--- config.mk ---
export PLATFORM = sky130hd
export DESIGN_NAME = parity_rx_sched
export DESIGN_NICKNAME = d
export VERILOG_FILES = /design/src/rtl/parity_rx_pkg.sv /design/src/rtl/parity_rx_sched_rr_arbiter.sv /design/src/rtl/parity_rx_sched.sv
export SDC_FILE = /design/constraint.sdc
export NUM_CORES = 1
export LEC_CHECK = 0
export ABC_CLOCK_PERIOD_IN_PS = 3650
export BUFFER_PORTS_ARGS = -buffer_cell sky130_fd_sc_hd__buf_2
export CELL_PAD_IN_SITES_DETAIL_PLACEMENT = 0
export CELL_PAD_IN_SITES_GLOBAL_PLACEMENT = 1
export CORE_ASPECT_RATIO = 1.75
export CORE_UTILIZATION = 38
export DETAILED_ROUTE_END_ITERATION = 7
export PLACE_DENSITY = 0.76
export SLEW_MARGIN = 5
export SYNTH_ARGS = -nofsm -noshare
export SYNTH_HDL_FRONTEND = slang
export SYNTH_SLANG_ARGS = --single-unit
--- constraint.sdc ---
create_clock -name clk -period 3.65 [get_ports clk]
set_input_delay 0.5475 -clock clk [delete_from_list [all_inputs] [get_ports clk]]
set_output_delay 0.5475 -clock clk [all_outputs]
set_load 0.02 [all_outputs]
--- src/rtl/parity_rx_pkg.sv ---
// rtl/parity_rx_pkg.sv - FSM encoding, word layout and parity helper for parity_rx_sched
package parity_rx_pkg;

    localparam logic [1:0] ST_IDLE  = 2'd0;
    localparam logic [1:0] ST_CHECK = 2'd1;
    localparam logic [1:0] ST_OUT   = 2'd2;

    localparam int WORD_W  = 9;
    localparam int PAR_BIT = 8;

    // Even parity over data plus parity bit; 1 means the word is corrupt.
    function automatic logic parity9(input logic [WORD_W-1:0] word);
        return (^word[PAR_BIT-1:0]) ^ word[PAR_BIT];
    endfunction

endpackage

--- src/rtl/parity_rx_sched_rr_arbiter.sv ---
// rtl/parity_rx_sched_rr_arbiter.sv - combinational round-robin picker, search starts after ptr
module rr_arbiter #(
    parameter int NUM_CH = 4,
    localparam int IDX_W = $clog2(NUM_CH)
) (
    input  logic [NUM_CH-1:0] req,
    input  logic [IDX_W-1:0]  ptr,
    output logic [NUM_CH-1:0] grant,
    output logic [IDX_W-1:0]  grant_idx,
    output logic              any
);

    logic [IDX_W-1:0] idx;

    always_comb begin
        grant     = '0;
        grant_idx = '0;
        any       = 1'b0;
        idx       = '0;
        // ptr itself is visited last, so the previous winner has lowest priority.
        for (int k = 1; k <= NUM_CH; k++) begin
            idx = IDX_W'((int'(ptr) + k) % NUM_CH);
            if (!any && req[idx]) begin
                any        = 1'b1;
                grant_idx  = idx;
                grant[idx] = 1'b1;
            end
        end
    end

endmodule

--- src/rtl/parity_rx_sched.sv ---
// rtl/parity_rx_sched.sv - shared parity-check stage for NUM_CH receive channels
// Optional macro PARITY_RX_DROP_ERR_EN: discard words with bad parity instead of presenting them.
module parity_rx_sched
    import parity_rx_pkg::*;
#(
    parameter int NUM_CH    = 4,
    parameter int ERR_CNT_W = 8,
    localparam int IDX_W    = $clog2(NUM_CH)
) (
    input  logic                     clk,
    input  logic                     arst,
    input  logic [NUM_CH-1:0]        req_valid,
    input  logic [WORD_W*NUM_CH-1:0] req_data,
    output logic [NUM_CH-1:0]        req_ready,
    output logic                     out_valid,
    input  logic                     out_ready,
    output logic [7:0]               out_byte,
    output logic [IDX_W-1:0]         out_ch,
    output logic                     out_err,
    input  logic                     err_clr,
    output logic [ERR_CNT_W-1:0]     err_cnt
);

    logic [1:0]        state;
    logic [IDX_W-1:0]  ptr;
    logic [IDX_W-1:0]  cap_ch;
    logic [WORD_W-1:0] cap_word;
    logic [WORD_W-1:0] sel_word;
    logic [NUM_CH-1:0] grant;
    logic [IDX_W-1:0]  grant_idx;
    logic              any;
    logic              perr;

    rr_arbiter #(.NUM_CH(NUM_CH)) u_arb (
        .req       (req_valid),
        .ptr       (ptr),
        .grant     (grant),
        .grant_idx (grant_idx),
        .any       (any)
    );

    always_comb begin
        sel_word = '0;
        for (int i = 0; i < NUM_CH; i++) begin
            if (grant[i]) sel_word = req_data[i*WORD_W +: WORD_W];
        end
    end

    assign req_ready = (state == ST_IDLE) ? grant : '0;
    assign perr      = parity9(cap_word);

    always_ff @(posedge clk or posedge arst) begin
        if (arst) begin
            state     <= ST_IDLE;
            ptr       <= IDX_W'(NUM_CH - 1);
            cap_word  <= '0;
            cap_ch    <= '0;
            out_valid <= 1'b0;
            out_byte  <= '0;
            out_ch    <= '0;
        end else begin
            case (state)
                ST_IDLE: begin
                    if (any) begin
                        cap_word <= sel_word;
                        cap_ch   <= grant_idx;
                        ptr      <= grant_idx;
                        state    <= ST_CHECK;
                    end
                end
                ST_CHECK: begin
                    out_byte <= cap_word[7:0];
                    out_ch   <= cap_ch;
`ifdef PARITY_RX_DROP_ERR_EN
                    if (perr) begin
                        state <= ST_IDLE;
                    end else begin
                        out_valid <= 1'b1;
                        state     <= ST_OUT;
                    end
`else
                    out_valid <= 1'b1;
                    state     <= ST_OUT;
`endif
                end
                ST_OUT: begin
                    if (out_ready) begin
                        out_valid <= 1'b0;
                        state     <= ST_IDLE;
                    end
                end
                default: state <= ST_IDLE;
            endcase
        end
    end

`ifdef PARITY_RX_DROP_ERR_EN
    assign out_err = 1'b0;
`else
    logic out_err_r;

    always_ff @(posedge clk or posedge arst) begin
        if (arst) begin
            out_err_r <= 1'b0;
        end else if (state == ST_CHECK) begin
            out_err_r <= perr;
        end
    end

    assign out_err = out_err_r;
`endif

    // Clear has priority over a same-cycle increment.
    always_ff @(posedge clk or posedge arst) begin
        if (arst) begin
            err_cnt <= '0;
        end else if (err_clr) begin
            err_cnt <= '0;
        end else if ((state == ST_CHECK) && perr && (err_cnt != '1)) begin
            err_cnt <= err_cnt + 1'b1;
        end
    end

endmodule

==> summary.txt <==
Status: complete, no violations
DIE AREA: 6520 µm²
IO Count: 68
Fillers: 645
Die height: 106 µm
Diodes inserted: 0
Top cell type's share of synthesized area: 35.1%
Max-Cap Viols: 0
DP Cell Count: 399
Element type at the critical path start: flop
Wirelength per Cell: 15.6 µm
Final Hold Viols: 0
Setup total negative slack: 0 ns
Vias per cell: 5.35
Hold Slack: 0.332 ns
Post-route cell area: 2860 µm²
Top FF cell, synth: dfrtp_1
Sink Count: 35
Core area: 5930 µm²
Clock transition at the registers of the reported paths: 0.07 ns
Fmax: 284 MHz
Final worst-path cycle share: 96.6%
Setup repair after global routing missed its margin: no
Synth unique cells: 53
Drt pass-1 iters: 4
Total Routed Length: 6380 µm
Commonest non-fill, non-tap cell in the layout: buf_2
Peak supply drop: 0.000413 V
Hpwl dp: 4980 µm
Clock tree buffer depth: 2
Synthesis-stage register bit count: 35
Total CTS buffers: 5
Top cells by area, synth: dfrtp_1 (35%), nand2_1 (7.7%), ha_1 (4.8%)
Worst-margin pin slew: 0.668 ns
Slew Limit Fails: 0
Root buffer cell: clkbuf_8
Hold-fix buffers, CTS: 0
Final worst path period need: 3.53 ns
Hold/Removal Path Class: in2async
WP data required: 3.10 ns
Die Width: 61.5 µm
Ratio of cells with drive above 1 in the final layout: 28.5%
Dpl cell area: 2730 µm²
Crit Path Category: reg2out
First-pass GRT wire length: 10100 µm
H-tree levels: 2
Site row count: 37
Sequential fraction of the synthesis area: 37.3%
Worst-Skew Late Latency: 0.29 ns
Syn Inst Count: 266
Util after Layout: 48.3%
Post-synth EDFFs: 0
Via count of the first global-routing pass: 2189
Setup Viol. Count Final: 0
Synth area leader: dfrtp_1
Clk_skew: 0.0128 ns
Crit Path Max Fanout: 14
Antenna violations before repair: 0
Number of synthesis warnings: 0
Syn Area/Cell: 8.84 µm²
Post-DRT Antenna Nets: 0
Iteration-0 DRC Markers: 58
TritonCTS clock tree: built
# port buffers: 67
Initial Util: 39.7%
Max_slew headroom: 55.3%
Area Growth Syn to Fin: 21.8%
Pwr dens: 956 nW/µm²
GRT overflow: 0
LEAKAGE: 1.43 nW
Final nets: 382
Critical Path AT: 2.98 ns
RePlAce Congestion: 0.907
DR DRC count: 0
Ys async rst share: 100%
CP endpoint kind: output pin
Commonest cells after routing, fill and taps aside: buf_2 (67), nand2_1 (48), dfrtp_1 (33)
Largest net degree at the start of global routing: 36
Via count: 2182
Final Non-Filler Cells: 408
Netlist Area Pre-Place: 2350 µm²
Mapped Nets: 319
Total track usage: 21.0%
-- through the flow --
stage	total power (W)	worst slack, ns
3_3_place_gp	0.00236	0.368
2_1_floorplan	0.00199	0.198
5_1_grt	0.00298	0.0257
6_report	0.00274	0.123
4_1_cts	0.00274	0.0423
3_5_place_dp	0.00237	0.308
-- logic make-up after synthesis --
kind of cell	count (synthesis)	synth area share (%)
AND/OR/NAND/NOR	108	20.8
AO/OA/AOI/OAI	65	22.5
flip-flops	35	37.3
buffers and inverters	30	6.12
XOR/XNOR	14	5.80
adder cells (fa/ha/maj)	9	4.79
multiplexers	5	2.66
-- path summary, 6_finish.rpt --
check | startpoint | endpoint | slack, ns | depth (start not counted)
worst max register to register | ptr[0]$_DFFE_PP1P_ | cap_word[0]$_DFFE_PP0P_ | 0.54 | 9
min in group clk | out_ready | state[1]$_DFFE_PP0P_ | 0.47 | 2
worst min-delay path | arst | err_cnt[0]$_DFFE_PP0P_ | 0.33 | 3
max in group asynchronous | arst | ptr[1]$_DFFE_PP1P_ | 2.97 | 3
worst min register to register | out_byte[5]$_DFFE_PP0P_ | out_byte[5]$_DFFE_PP0P_ | 0.47 | 2
worst max-delay path | ptr[0]$_DFFE_PP1P_ | req_ready[1] | 0.12 | 8
-- timing repair --
item                       in CTS  in global routing
setup endpoints to repair       1                  2
pin swaps                       1                  0
cloned                          0                  0
resized for setup               0                  3
buffers inserted                1                  0
-- cells in the mapped netlist (3+ instances only) --
cell,instances
a221oi_1,10
ha_1,9
buf_2,5
and3_1,3
a221o_1,3
xnor2_1,5
xor2_1,8
clkbuf_1,8
nand3_1,3
a2bb2oi_1,8
a21oi_1,5
inv_1,11
dfrtp_1,33
nor3b_1,3
nor3_1,5
o21ai_0,9
nor2b_1,5
mux2i_1,4
nand4_1,5
nand2_1,48
nor2_1,27
o31ai_1,8
-- flip-flops by register name, indices dropped and copies added (netlist names) --
name	flops
ptr	2
cap_ch	2
out_err	1
out_byte	8
err_cnt	8
out_ch	2
cap_word	9
state	2
out_valid	1
-- report_power, final --
| group | leakage [nW] | total, W | switching [W] | internal, W |
|---|---|---|---|---|
| Clock | 0.0514 | 0.000349 | 0.000145 | 0.000204 |
| Combinational | 0.930 | 0.00171 | 0.000978 | 0.000734 |
| Sequential | 0.448 | 0.000677 | 0.000128 | 0.000549 |
-- layout make-up --
cell class,count,area [µm²],share of cell area (%)
multi-input cells,201,1340,46.7
flip-flops and latches,35,882,30.8
repair buffers,74,388,13.5
well taps,78,97.6,3.41
clock buffers,6,72.6,2.53
inverters,12,47.5,1.66
clock inverters,2,37.5,1.31
-- worst max-delay path, cell delays in order, from the launching register on --
cell,delay [ns]
dfstp_4,0.71
inv_4,0.08
ha_2,0.44
mux4_2,0.36
and4_1,0.21
a221o_1,0.32
or2_0,0.25
and2_1,0.16
buf_2,0.15
-- metal layers --
metal  track usage (%)  wire, µm  vias to the layer above  share of wire, %
met5                 0         0                        -                 0
met4              11.4       259                        0               4.1
li1                  -         -                     1077                 -
met2              36.6      3400                       61                53
met3              3.41       291                       17               4.6
met1              23.0      2420                     1027                38
Power figures use the tool's default switching activity.
